--- src/rtl/gol_pkg.sv ---
// Shared encodings for the game-of-life pattern loader and its button pulser.
package gol_pkg;

  localparam logic [1:0] GS_IDLE  = 2'b00;
  localparam logic [1:0] GS_PRGM  = 2'b01;
  localparam logic [1:0] GS_RUN   = 2'b10;
  localparam logic [1:0] GS_PAUSE = 2'b11;

  localparam int unsigned GRID_CELLS = 49;

  typedef enum logic [2:0] {
    LS_IDLE,
    LS_REQ,
    LS_SEND,
    LS_RELEASE,
    LS_DONE
  } loader_state_t;

  typedef enum logic [1:0] {
    PS_IDLE,
    PS_PULSE,
    PS_GAP
  } pulser_state_t;

  typedef struct packed {
    logic prgm;
    logic busy;
    logic done;
    logic err;
  } loader_ctl_t;

endpackage

--- src/rtl/gol_btn_pulser.sv ---
// Turns a send-bit request into one btn0/btn1 pulse followed by GAP_CYCLES idle cycles.
module gol_btn_pulser
  import gol_pkg::*;
#(
  parameter int unsigned GAP_CYCLES = 3
) (
  input  logic clka,
  input  logic rst_n,
  input  logic clr,
  input  logic send,
  input  logic bit_val,
  output logic btn0,
  output logic btn1,
  output logic ready_c
);

  localparam int unsigned CNT_W = $clog2(GAP_CYCLES + 1);

  pulser_state_t    state_q, state_d;
  logic [CNT_W-1:0] cnt_q, cnt_d;
  logic             btn0_d, btn1_d;
  logic             gap_last;

  // Ready in the last gap cycle so back-to-back bits need no extra idle cycle.
  assign gap_last = (cnt_q == CNT_W'(GAP_CYCLES - 1));
  assign ready_c  = (state_q == PS_IDLE) || ((state_q == PS_GAP) && gap_last);

  always_ff @(posedge clka) begin
    if (!rst_n) begin
      state_q <= PS_IDLE;
      cnt_q   <= '0;
      btn0    <= 1'b0;
      btn1    <= 1'b0;
    end else begin
      state_q <= state_d;
      cnt_q   <= cnt_d;
      btn0    <= btn0_d;
      btn1    <= btn1_d;
    end
  end

  always_comb begin
    state_d = state_q;
    cnt_d   = cnt_q;
    btn0_d  = 1'b0;
    btn1_d  = 1'b0;
    if (clr) begin
      state_d = PS_IDLE;
      cnt_d   = '0;
    end else if (send && ready_c) begin
      state_d = PS_PULSE;
      cnt_d   = '0;
      btn1_d  = bit_val;
      btn0_d  = ~bit_val;
    end else begin
      case (state_q)
        PS_PULSE: begin
          state_d = PS_GAP;
          cnt_d   = '0;
        end
        PS_GAP: begin
          if (gap_last) begin
            state_d = PS_IDLE;
            cnt_d   = '0;
          end else begin
            cnt_d = cnt_q + CNT_W'(1);
          end
        end
        default: ;
      endcase
    end
  end

endmodule

--- src/rtl/gol_pattern_loader.sv ---
// Plays a seed pattern into the game grid as btn0/btn1 pulses under prgm.
// Optional readback check of the loaded grid: define GOL_LOADER_VERIFY_EN.
module gol_pattern_loader
  import gol_pkg::*;
#(
  parameter int unsigned CELLS      = GRID_CELLS,
  parameter int unsigned GAP_CYCLES = 3,
  parameter int unsigned TIMEOUT    = 255
) (
  input  logic             clka,
  input  logic             rst_n,
  input  logic             start,
  input  logic             abort,
  input  logic [CELLS-1:0] pattern,
  input  logic [1:0]       game_state,
`ifdef GOL_LOADER_VERIFY_EN
  input  logic [CELLS-1:0] grid_rb,
  output logic             load_err,
`endif
  output logic             prgm,
  output logic             btn0,
  output logic             btn1,
  output logic             busy,
  output logic             done,
  output logic             err
);

  localparam int unsigned IDX_W = $clog2(CELLS);
  localparam int unsigned TMO_W = $clog2(TIMEOUT + 1);

  loader_state_t    state_q, state_d;
  logic [IDX_W-1:0] idx_q, idx_d;
  logic [TMO_W-1:0] tmo_q, tmo_d;
  logic [CELLS-1:0] pat_q, pat_d;
  logic             err_q, err_d;
  loader_ctl_t      ctl_q, ctl_d;
  logic             send_c, clr_c, ready_c, send_bit_c, in_prgm_c;
`ifdef GOL_LOADER_VERIFY_EN
  logic             load_err_d;
`endif

  assign in_prgm_c  = (game_state == GS_PRGM);
  assign send_bit_c = pat_q[idx_d];

  gol_btn_pulser #(
    .GAP_CYCLES (GAP_CYCLES)
  ) u_pulser (
    .clka    (clka),
    .rst_n   (rst_n),
    .clr     (clr_c),
    .send    (send_c),
    .bit_val (send_bit_c),
    .btn0    (btn0),
    .btn1    (btn1),
    .ready_c (ready_c)
  );

  always_ff @(posedge clka) begin
    if (!rst_n) begin
      state_q  <= LS_IDLE;
      idx_q    <= '0;
      tmo_q    <= '0;
      pat_q    <= '0;
      err_q    <= 1'b0;
      ctl_q    <= '0;
`ifdef GOL_LOADER_VERIFY_EN
      load_err <= 1'b0;
`endif
    end else begin
      state_q  <= state_d;
      idx_q    <= idx_d;
      tmo_q    <= tmo_d;
      pat_q    <= pat_d;
      err_q    <= err_d;
      ctl_q    <= ctl_d;
`ifdef GOL_LOADER_VERIFY_EN
      load_err <= load_err_d;
`endif
    end
  end

  always_comb begin
    state_d = state_q;
    idx_d   = idx_q;
    tmo_d   = tmo_q;
    pat_d   = pat_q;
    err_d   = err_q;
    send_c  = 1'b0;
    clr_c   = 1'b0;
    ctl_d   = '0;
`ifdef GOL_LOADER_VERIFY_EN
    load_err_d = load_err;
`endif
    case (state_q)
      LS_IDLE: begin
        if (start && !abort) begin
          state_d = LS_REQ;
          pat_d   = pattern;
          idx_d   = '0;
          tmo_d   = '0;
          err_d   = 1'b0;
`ifdef GOL_LOADER_VERIFY_EN
          load_err_d = 1'b0;
`endif
        end
      end
      LS_REQ: begin
        if (abort) begin
          state_d = LS_RELEASE;
          err_d   = 1'b1;
        end else if (in_prgm_c) begin
          state_d = LS_SEND;
          send_c  = 1'b1;
        end else if (tmo_q == TMO_W'(TIMEOUT)) begin
          state_d = LS_DONE;
          err_d   = 1'b1;
        end else begin
          tmo_d = tmo_q + TMO_W'(1);
        end
      end
      // Losing program mode mid-sequence is handled exactly like an abort.
      LS_SEND: begin
        if (abort || !in_prgm_c) begin
          state_d = LS_RELEASE;
          err_d   = 1'b1;
          clr_c   = 1'b1;
        end else if (ready_c) begin
          if (idx_q == IDX_W'(CELLS - 1)) begin
            state_d = LS_RELEASE;
          end else begin
            idx_d  = idx_q + IDX_W'(1);
            send_c = 1'b1;
          end
        end
      end
      LS_RELEASE: begin
        state_d = LS_DONE;
`ifdef GOL_LOADER_VERIFY_EN
        load_err_d = !err_q && (grid_rb != pat_q);
`endif
      end
      LS_DONE: begin
        state_d = LS_IDLE;
        err_d   = 1'b0;
      end
      default: state_d = LS_IDLE;
    endcase

    ctl_d.prgm = (state_d == LS_REQ) || (state_d == LS_SEND);
    ctl_d.busy = (state_d != LS_IDLE);
    ctl_d.done = (state_d == LS_DONE);
    ctl_d.err  = (state_d == LS_DONE) && err_d;
  end

  assign prgm = ctl_q.prgm;
  assign busy = ctl_q.busy;
  assign done = ctl_q.done;
  assign err  = ctl_q.err;

endmodule

--- config.mk ---
export PLATFORM = sky130hd
export DESIGN_NAME = gol_pattern_loader
export DESIGN_NICKNAME = d
export VERILOG_FILES = /design/src/rtl/gol_pkg.sv /design/src/rtl/gol_btn_pulser.sv /design/src/rtl/gol_pattern_loader.sv
export SDC_FILE = /design/constraint.sdc
export NUM_CORES = 1
export LEC_CHECK = 0
export BUFFER_PORTS_ARGS = -buffer_cell sky130_fd_sc_hd__buf_2
export CAP_MARGIN = 0
export CORE_AREA = 5 5 85 87
export DETAILED_ROUTE_END_ITERATION = 10
export DIE_AREA = 0 0 90 92
export PLACE_DENSITY = 0.81
export SLEW_MARGIN = 20
export SYNTH_ARGS = -nofsm -noshare
export SYNTH_HDL_FRONTEND = slang
export SYNTH_SLANG_ARGS = --single-unit
--- constraint.sdc ---
create_clock -name clka -period 5.3 [get_ports clka]
set_clock_uncertainty 0.05 [all_clocks]
set_input_delay 0.265 -clock clka [delete_from_list [all_inputs] [get_ports clka]]
set_output_delay 0.265 -clock clka [all_outputs]
set_load 0.02 [all_outputs]
Yosys cells after proc, flatten, opt, wreduce, memory -nomap -nowiden --
Cells that the tools add are included.
Word-level totals: latch bits 0, flip-flop bits (word level) 77, memories kept 0, bits of input ports 55, ROM bits 0, RAM bits 0, logic and storage cells 101, output and inout port bits 6
Operators by class: multipliers 0, multiplexer cells 39, $add $sub $neg 3, div/mod/pow operators 0, shift-type cells 0, equal/unequal tests 19, $lt $le $gt $ge 1, bitwise logic cells 3, reductions and logical operators 22
Operator list (count):
- 8-bit two-way mux | 4
- 6-bit two-way mux | 4
- 3-bit two-way mux | 7
- 8-bit case mux with 2 select lines | 1
- 1-bit two-way mux | 14
- 3-bit case mux with 4 select lines | 1
- 6-bit case mux with 2 select lines | 1
- 3-bit by 2-bit == test with 1-bit output, second input constant | 3
- 8-bit by 1-bit adder with 8-bit output, second input constant | 1
- 8-bit == test, second input constant | 1
- 2-bit != test, second input constant | 4
- 2-bit case mux with 2 select lines | 2
- 6-bit by 7-bit less-than comparator with 1-bit output, second input constant | 1
- 6-bit by 1-bit adder with 6-bit output, second input constant | 1
- 1-bit binary-select mux with 6-bit select | 1
- 3-bit by 1-bit == test with 1-bit output, second input constant | 2
- 3-bit == test, second input constant | 2
- 6-bit == test, second input constant | 1
- 2-bit AND reduction | 3
- 3-bit nonzero test | 2
- 3-bit OR reduction | 2
- 5-bit AND reduction | 1
- 2-bit by 1-bit == test with 1-bit output, second input constant | 2
- 2-bit == test, second input constant | 2
- 14 further kinds | 24

Depth between registers and ports, before layout --
Gate-level depths: netlist (run 1).
word-level depth 9, gate-level depth with buffers 13, mapped depth without buffers 11

By module --
From an unflattened synthesis (run 1), not the netlist that was laid out.
Unflattened totals: cell total of the unflattened synthesis 475, area, all modules 3763.6 um^2
By module, submodules not included:
- gol_pattern_loader | seq. area each 1421.4 um^2, area an instance 3460.8 um^2, instances 1, cells each 442
- gol_btn_pulser | seq. area each 120.1 um^2, area an instance 302.8 um^2, instances 1, cells each 33

Least setup slack after synthesis (run 1) --
OpenSTA, ideal clock, no wires.
kind register -> register, from register u_pulser.state_q[0], to register u_pulser.btn1, setup slack 2820 ps, period minus slack after synthesis 2480 ps, path buffers 2, data arrival time 2351 ps, stages on the path, launching flop included 14, data required time 5171 ps, library setup time 79 ps, cells stage by stage dfxtp_1 inv_1 ha_1 and3b_1 buf_2 o21a_2 a32o_1 nor2_4 buf_4 nand2_1 a31oi_1 nand3_1 and3_1 a211oi_2
On the way: cells in the longest elaborated chain, start to end 9, elaborated cells between the ends (all ways) 15, those cells by class 1 x eq/ne; 8 x mux; 1 x bitwise; 5 x reduce/logical
RTL lines:
- start: declaration | line gol_btn_pulser.sv:19 | pulser_state_t state_q, state_d;
- start signal: assignment | line gol_btn_pulser.sv:35 | state_q <= state_d;
- 2-bit == test | line gol_btn_pulser.sv:26 | assign ready_c = (state_q == PS_IDLE) || ((state_q == PS_GAP) && gap_last);
- 1-bit logical AND | line gol_btn_pulser.sv:26
- 1-bit logical OR * | line gol_btn_pulser.sv:26
- branches (longest 6 deep; another with 6-bit two-way mux)
- end signal: assignment | line gol_btn_pulser.sv:38 | btn1 <= btn1_d;
- end: declaration | line gol_btn_pulser.sv:13 | output logic btn1,
Mark *: on every way between the ends. The select of a mux whose other input is x is not followed. A chain may end at the register's enable or synchronous reset.

Worst setup path in the final report (run 1) --
Ends and elaborated chain as after synthesis.

==> results of run 1 <==
==> layout by cell type (no fill, tap or decap), types with 6 or more instances in the layout <==
cell / netlist / final
sky130_fd_sc_hd__nor2_1: 30 / 29
sky130_fd_sc_hd__nor3_1: 7 / 7
sky130_fd_sc_hd__ha_1: 6 / 6
sky130_fd_sc_hd__dfxtp_1: 77 / 77
sky130_fd_sc_hd__inv_1: 7 / 7
sky130_fd_sc_hd__buf_2: 1 / 60
sky130_fd_sc_hd__nand2_1: 136 / 136
sky130_fd_sc_hd__clkbuf_8: 0 / 10
sky130_fd_sc_hd__nand4_1: 8 / 8
sky130_fd_sc_hd__a21oi_1: 64 / 64
sky130_fd_sc_hd__nand3_1: 19 / 19
sky130_fd_sc_hd__a31oi_1: 6 / 6
sky130_fd_sc_hd__o21ai_0: 12 / 12
sky130_fd_sc_hd__mux2i_1: 10 / 10
==> flip-flops by register name, indices dropped and copies added, names as in the netlist <==
register          flops
pat_q                49
tmo_q                 8
idx_q                 6
state_q               3
u_pulser.cnt_q        2
u_pulser.state_q      2
busy                  1
done                  1
err                   1
err_q                 1
prgm                  1
u_pulser.btn0         1
u_pulser.btn1         1
==> tightest hold or removal path: cells and delay by family <==
family,cells,cell delay [ns]
AO/OA/AOI/OAI,1,0.05
buffers and inverters,1,0.09
AND/OR/NAND/NOR,1,0.04
==> worst paths after layout <==
kind | to | slack [ns] | cells after the start
worst max-delay path | u_pulser.btn1 | 2.39 | 11
worst min-delay path | pat_q[1] | 0.09 | 3
worst max register to register | u_pulser.btn1 | 2.39 | 11
worst min register to register | pat_q[13] | 0.41 | 2
==> report_power, final <==
| part | internal, mW | switching, mW | total, mW | leakage [nW] |
|---|---|---|---|---|
| clock | 0.330 | 0.223 | 0.552 | 0.127 |
| sequential | 0.608 | 0.0190 | 0.627 | 0.626 |
| combinational | 0.0581 | 0.0972 | 0.155 | 0.861 |
==> logic make-up after synthesis <==
group | Yosys count | share of synthesized area
simple gates | 238 | 0.291
compound gates | 114 | 0.195
flops | 77 | 0.410
buf+inv | 32 | 0.0413
mux | 10 | 0.0266
xor+xnor | 7 | 0.0163
fa+ha+maj | 6 | 0.0200
==> layer usage <==
layer  vias to the layer above  global-route usage
li1                       1761                   -
met1                      1608               0.291
met2                       119               0.328
met3                        18              0.0466
met4                         0              0.0844
met5                         -                   0
==> metrics by stage <==
| step | setup WS (ns) | utilization | hold slack, ns |
|---|---|---|---|
| floorplan | 2.82 | - | 0.351 |
| global placement | 2.65 | 0.645 | 0.394 |
| detailed placement | 2.47 | 0.645 | 0.397 |
| CTS | 2.45 | 0.685 | 0.0744 |
| global route | 2.22 | 0.685 | 0.0915 |
| finish | 2.39 | 0.685 | 0.0878 |
==> cell type report <==
cell class | instances | area (um^2) | share of cell area
Clock inverter | 6 | 116 | 0.0271
Multi-Input combinational cell | 375 | 2070 | 0.482
Timing Repair Buffer | 61 | 308 | 0.0716
Inverter | 8 | 30.0 | 0.00698
Clock buffer | 10 | 138 | 0.0320
Sequential cell | 77 | 1540 | 0.358
Tap cell | 77 | 96.3 | 0.0224
==> reports/results.tsv, run 1 <==
metric	value	unit
most used standard cell by instance count after synthesis	sky130_fd_sc_hd__nand2_1	
Worst-path clk slew	0.08	ns
Longest Clk Path Bufs	2	
number of nets with antenna violations after detailed routing	0	
total of flip-flops plus latches after synthesis	77	
summed negative setup slack over all endpoints	0	ns
vias in the first global route	3236	
part of the cycle the worst path needs	0.549	
Global Route Usage Sum	0.213	
async set-reset flop share out of synthesis	0	
met3 routed WL	583	um
Non-Filler Instances	614	
Synth top cells by count	sky130_fd_sc_hd__nand2_1 (136), sky130_fd_sc_hd__dfxtp_1 (77), sky130_fd_sc_hd__a21oi_1 (64)	
timing-limited maximum frequency	0.344	GHz
total via count after detailed routing	3506	
worst-path cell chain	inv_1 -> ha_1 -> and3b_1 -> o211ai_1 -> mux2i_1 -> and2_1 -> nand4_1 -> o31ai_1 -> a41oi_1 -> and3_1 -> a211oi_2	
Pwr Total	1.33	mW
start point of the worst min-delay path	pattern[1]	
global-route wire length before repair	14.8	mm
synthesis-to-finish area growth	14.4	%
CTS Root Buffer Type	sky130_fd_sc_hd__clkbuf_8	
weighted congestion at the end of routability-driven global placement	0.884	
final wirelength	8.93	mm
antenna violations before repair	0	
Mapped Nets	545	
Post-CTS Repair Setup Buffers	0	
count of cell types in the netlist	62	
critical path buffer and inverter count	1	
number of gates resized after cts	0	
setup repair after global routing missed its margin	no	
ranking of synthesized cells by area	sky130_fd_sc_hd__dfxtp_1 (41%), sky130_fd_sc_hd__nand2_1 (14%), sky130_fd_sc_hd__a21oi_1 (8.5%)	
core region area	6280	um^2
placed cell areas	4050	um^2
register area share after synthesis	0.410	
total power per unit cell area	310	nW/um^2
worst-path fanout max	9	
DRC violation count after routing	0	
post-route cell area	4300	um^2
layout cells sized above 1	0.184	
Worst IR Drop VDD	0.241	mV
number of buffer cells added on primary ports	60	
cts bufs inserted	9	
antenna cells	0	
path category of the worst min-delay check	input port to flop	
worst slew margin relative to its limit	0.309	
Synth Instances	484	
library cell occupying the most area in the post-synthesis netlist	sky130_fd_sc_hd__dfxtp_1	
net total in the final layout	593	
Layout fillers	541	
flip-flop cell with the highest count after synthesis	sky130_fd_sc_hd__dfxtp_1	
Final Hold Vio Count	0	
source of the critical timing path	u_pulser.state_q[0]	
CP Capture Type	flop	
required time of the critical path	5.53	ns
maximum number of pins on one net before global-route repair	63	
DR top layer	met4	
status	complete, no violations	
site row count	29	
sum of net half-perimeters after detailed placement	6.18	mm
Cell Count Post-Placement	598	
mapped cell area	3760	um^2
kind of critical path	flop to flop	
height of the chip	92	um
number of clock sinks	77	
count of flip-flops with a built-in enable after synthesis	0	
via/cell ratio	5.71	
Least-Margin Pin Slew	1.04	ns
I/O pin count	61	
wire per inst	14.5	um
cell class contributing the biggest share of worst-path delay	simple AND/OR/NAND/NOR gates	
Worst R2R Start	u_pulser.state_q[0]	
count of endpoints failing setup in the final report	0	
Leakage	1.61	nW
slowest CP cell	sky130_fd_sc_hd__and2_1	
H-tree lvl count	3	
global route total overflow	0	
Synth Area per Inst	7.77	um^2
Worst-Skew Late Latency	0.35	ns
number of max-cap violations	0	
final critical-path required period	2.91	ns
Post-CTS Hold Buffers	0	
TritonCTS clock tree	done	
Iter 0 DRT Violations	288	
Critical Path Source Type	flop	
yosys synthesis warning count	0	
post-synth top area share	0.410	
number of optimization iterations in the first detailed-route pass	5	
DIE WIDTH	90	um
peak per-stage delay on the critical path	0.44	ns
Slew Limit Fails	0	
CP arrival	3.14	ns
Initial Utilization	0.599	
routed metal-1 wirelength	4.11	mm
Met2 Routed Length	4.07	mm
Die Outline Area	8280	um^2
Note: power is estimated with default switching activity, not from simulation.
==> inputs of run 2 (changes only) <==
ABC_AREA = 1   (was not set)
CORE_AREA = 5 5 94 96   (was 5 5 85 87)
DIE_AREA = 0 0 99 101   (was 0 0 90 92)
PLACE_DENSITY = 0.72   (was 0.81)
clock period = 2.5 ns   (was 5.3 ns; I/O delays follow)
==> run 2 against run 1 <==
Compared with the run above: largest cell class unchanged; non-clock buffer count rose by 35; critical path depth rose by 3; largest power group unchanged; core utilization fell by 8.3 points; setup slack got worse by 2.2 ns; wire length rose by 2.0%; global-route usage fell by 2.0 points.
==> reports/results.tsv, run 2 <==
metric	value	unit	change
status	complete, no violations		
Synth Instances	561		+16%
Largest regs	pat_q x49, tmo_q x8, idx_q x6		
Least-Margin Pin Slew	0.634	ns	-0.401 ns
Synth top cells by count	sky130_fd_sc_hd__nor2_1 (92), sky130_fd_sc_hd__nand2_1 (80), sky130_fd_sc_hd__dfxtp_1 (77)		
global-route layer with the greatest usage	met2		
library cell occupying the most area in the post-synthesis netlist	sky130_fd_sc_hd__dfxtp_1		
DIE WIDTH	99	um	+10%
Post-Place Worst Slack	0.240	ns	-2.23 ns
antenna cells	0		unchanged
total of flip-flops plus latches after synthesis	77		unchanged
core region area	7970	um^2	+27%
ranking of synthesized cells by area	sky130_fd_sc_hd__dfxtp_1 (40%), sky130_fd_sc_hd__nor2_1 (8.9%), sky130_fd_sc_hd__nand2_1 (7.7%)		
antenna violations before repair	0		unchanged
Initial Utilization	0.488		-0.111
sum of net half-perimeters after detailed placement	6.54	mm	+5.8%
part of the cycle the worst path needs	0.906		+0.357
Layout fillers	747		+38%
weighted congestion at the end of routability-driven global placement	0.917		+3.7%
global route total overflow	0		unchanged
cell count of the worst reg-to-reg path	14		+3
Worst-path clk slew	0.08	ns	about the same
global-route wire length before repair	15.8	mm	+6.8%
site row count	33		+14%
Worst R2R Start	u_pulser.state_q[0]		
total power per unit cell area	639	nW/um^2	+110%
async set-reset flop share out of synthesis	0		unchanged
Leakage	2.11	nW	+30%
TritonCTS clock tree	done		
count of cell types in the netlist	38		-39%
height of the chip	101	um	+9.8%
timing-limited maximum frequency	0.441	GHz	+28%
synthesis-to-finish area growth	23.2	%	
most used standard cell by instance count after synthesis	sky130_fd_sc_hd__nor2_1		
top library cells by usage in the layout, fill and taps aside	sky130_fd_sc_hd__nor2_1 (92), sky130_fd_sc_hd__nand2_1 (80), sky130_fd_sc_hd__dfxtp_1 (77)		
Post-CTS Repair Setup Buffers	0		unchanged
total via count after detailed routing	3742		+6.7%
register area share after synthesis	0.396		-0.0138
Final Hold Vio Count	0		unchanged
critical path buffer and inverter count	2		+1
final critical-path setup slack	0.235	ns	-2.16 ns
DRC violation count after routing	0		unchanged
CP arrival	2.47	ns	-0.67 ns
hold path depth	3		unchanged
final wirelength	9.11	mm	+2.0%
most frequent standard cell in the layout excluding fill and tap cells	sky130_fd_sc_hd__nor2_1		
cts bufs inserted	9		unchanged
via/cell ratio	4.98		-13%
wire per inst	12.1	um	-17%
worst slew margin relative to its limit	0.573		+0.264
layout cells sized above 1	0.176		-0.00816
peak per-stage delay on the critical path	0.32	ns	-0.12 ns
grt met1 use	0.239		-0.0518
number of buffer cells added on primary ports	60		unchanged
Global Route Usage Sum	0.192		-0.0203
number of max-cap violations	0		unchanged
flop-to-flop setup slack	0.23	ns	-2.16 ns
count of endpoints failing setup in the final report	0		unchanged
path category of the worst min-delay check	input port to flop		
maximum number of pins on one net before global-route repair	71		+13%
terminating pin of the worst hold path	pat_q[19]		
worst-path cell chain	inv_1 -> ha_1 -> nand3_2 -> nand2_2 -> nand4_1 -> xor2_1 -> nand2_1 -> nand3_1 -> o21ai_0 -> inv_1 -> nand3_1 -> nand3_1 -> nand2_1 -> nor2_1		
met3 Use GR	0.0436		-0.00305
start point of the worst min-delay path	pattern[19]		
Synth Area per Inst	6.94	um^2	-11%
largest register by flop count	pat_q		
count of flip-flops with a built-in enable after synthesis	0		unchanged
met2 layer usage reported by global route	0.326		-0.00160
CTS Root Buffer Type	sky130_fd_sc_hd__clkbuf_8		
H-tree lvl count	3		unchanged
net total in the final layout	705		+19%
mapped cell area	3890	um^2	+3.5%
slowest CP cell	sky130_fd_sc_hd__dfxtp_1		
number of optimization iterations in the first detailed-route pass	4		-1
vias in the first global route	3645		+13%
Mapped Nets	622		+14%
final critical-path required period	2.27	ns	-0.644 ns
post-route cell area	4800	um^2	+12%
CP Capture Type	flop		
post-synth top area share	0.396		-0.0138
worst-path fanout max	7		-2
I/O pin count	61		unchanged
worst r2r dst	u_pulser.btn0		
required time of the critical path	2.70	ns	-2.83 ns
Critical Path Source Type	flop		
Longest Clk Path Bufs	2		unchanged
Iter 0 DRT Violations	227		-21%
number of clock sinks	77		unchanged
flip-flop cell with the highest count after synthesis	sky130_fd_sc_hd__dfxtp_1		
cell class contributing the biggest share of worst-path delay	simple AND/OR/NAND/NOR gates		
Worst IR Drop VDD	0.328	mV	+36%
kind of critical path	flop to flop		
number of nets with antenna violations after detailed routing	0		unchanged
Critical Path Most Common Cell	sky130_fd_sc_hd__nand3_1		
yosys synthesis warning count	0		unchanged
placed cell areas	4250	um^2	+4.9%
source of the critical timing path	u_pulser.state_q[0]		
Die Outline Area	10000	um^2	+21%
Worst-Skew Late Latency	0.35	ns	about the same
max reg flops	49		unchanged
Slew Limit Fails	0		unchanged
-- run 2: cell types whose count changed after synthesis, moves of 5 or more --
cell | before | now
sky130_fd_sc_hd__nand2_2 | 2 | 8
sky130_fd_sc_hd__nor2b_1 | 5 | 0
sky130_fd_sc_hd__nor2_1 | 30 | 92
sky130_fd_sc_hd__inv_2 | 1 | 9
sky130_fd_sc_hd__and3_1 | 5 | 0
sky130_fd_sc_hd__o21ai_0 | 12 | 58
sky130_fd_sc_hd__a31oi_1 | 6 | 1
sky130_fd_sc_hd__mux2i_1 | 10 | 0
sky130_fd_sc_hd__inv_1 | 7 | 59
sky130_fd_sc_hd__nand3b_1 | 1 | 16
sky130_fd_sc_hd__nand2_1 | 136 | 80
sky130_fd_sc_hd__a21oi_1 | 64 | 30
sky130_fd_sc_hd__nand3_1 | 19 | 58
-- run 2: layout make-up --
cell class	count	area [um^2]	share of cell area
clock buffer	10	138	0.0287
clock inverter	4	97.6	0.0203
inverter	69	259	0.0540
multi-input combinational	391	1980	0.412
sequential	77	1540	0.321
tap	105	131	0.0274
timing repair buffer	96	651	0.136
-- run 2: how the worst max path moves through the flow --
stage                         end  slack (ns)  cells after the start
CTS                 u_pulser.btn1        0.22                     18
detailed placement  u_pulser.btn1        0.24                     18
global route        u_pulser.btn1       -0.02                     15
finish              u_pulser.btn0        0.23                     14
global placement    u_pulser.btn1        0.31                     19
floorplan           u_pulser.btn0        0.52                     16
-- run 2: layer usage --
metal  part of all wire  wire length, um  vias up
met5                  0                0        -
met4              0.017              159        0
met2               0.47             4260       81
li1                   -                -     1976
met3              0.044              405       16
met1               0.47             4280     1669
-- run 2: power by group --
part	switching (mW)	internal (mW)	total [mW]
clock network	0.447	0.680	1.13
logic	0.337	0.223	0.560
registers	0.0483	1.33	1.38
-- run 2: timing repair --
item | 4_1_cts | 5_1_grt
hold buffers | 29 | 0
hold endpoints to repair | 29 | 0
gates resized for setup | 0 | 5
endpoints found under the setup margin | 0 | 1
-- run 2: stage by stage --
step / power (mW) / hold WS (ns) / utilization / instances / setup TNS [ns]
after floorplan: 1.78 / 0.242 / - / 561 / 0
after global placement: 1.91 / 0.326 / 0.533 / 709 / 0
after detailed placement: 1.93 / 0.333 / 0.533 / 709 / 0
after CTS: 3.09 / 0.000561 / 0.599 / 752 / 0
after global routing: 3.24 / 0.0140 / 0.602 / 752 / -0.0163
final: 3.07 / 0.0186 / 0.602 / 752 / 0
-- run 2: cell families after synthesis --
kind of cell / after synthesis / share of synthesized area
AO/OA/AOI/OAI: 97 / 0.130
flip-flops: 77 / 0.396
XOR/XNOR: 3 / 0.00675
buffers and inverters: 93 / 0.0997
AND/OR/NAND/NOR: 285 / 0.349
adder cells (fa/ha/maj): 6 / 0.0193
-- run 2: tightest hold or removal path, delay by kind of cell --
family,cells,cell delay [ns]
buffers and inverters,1,0.09
AO/OA/AOI/OAI,1,0.09
AND/OR/NAND/NOR,1,0.08
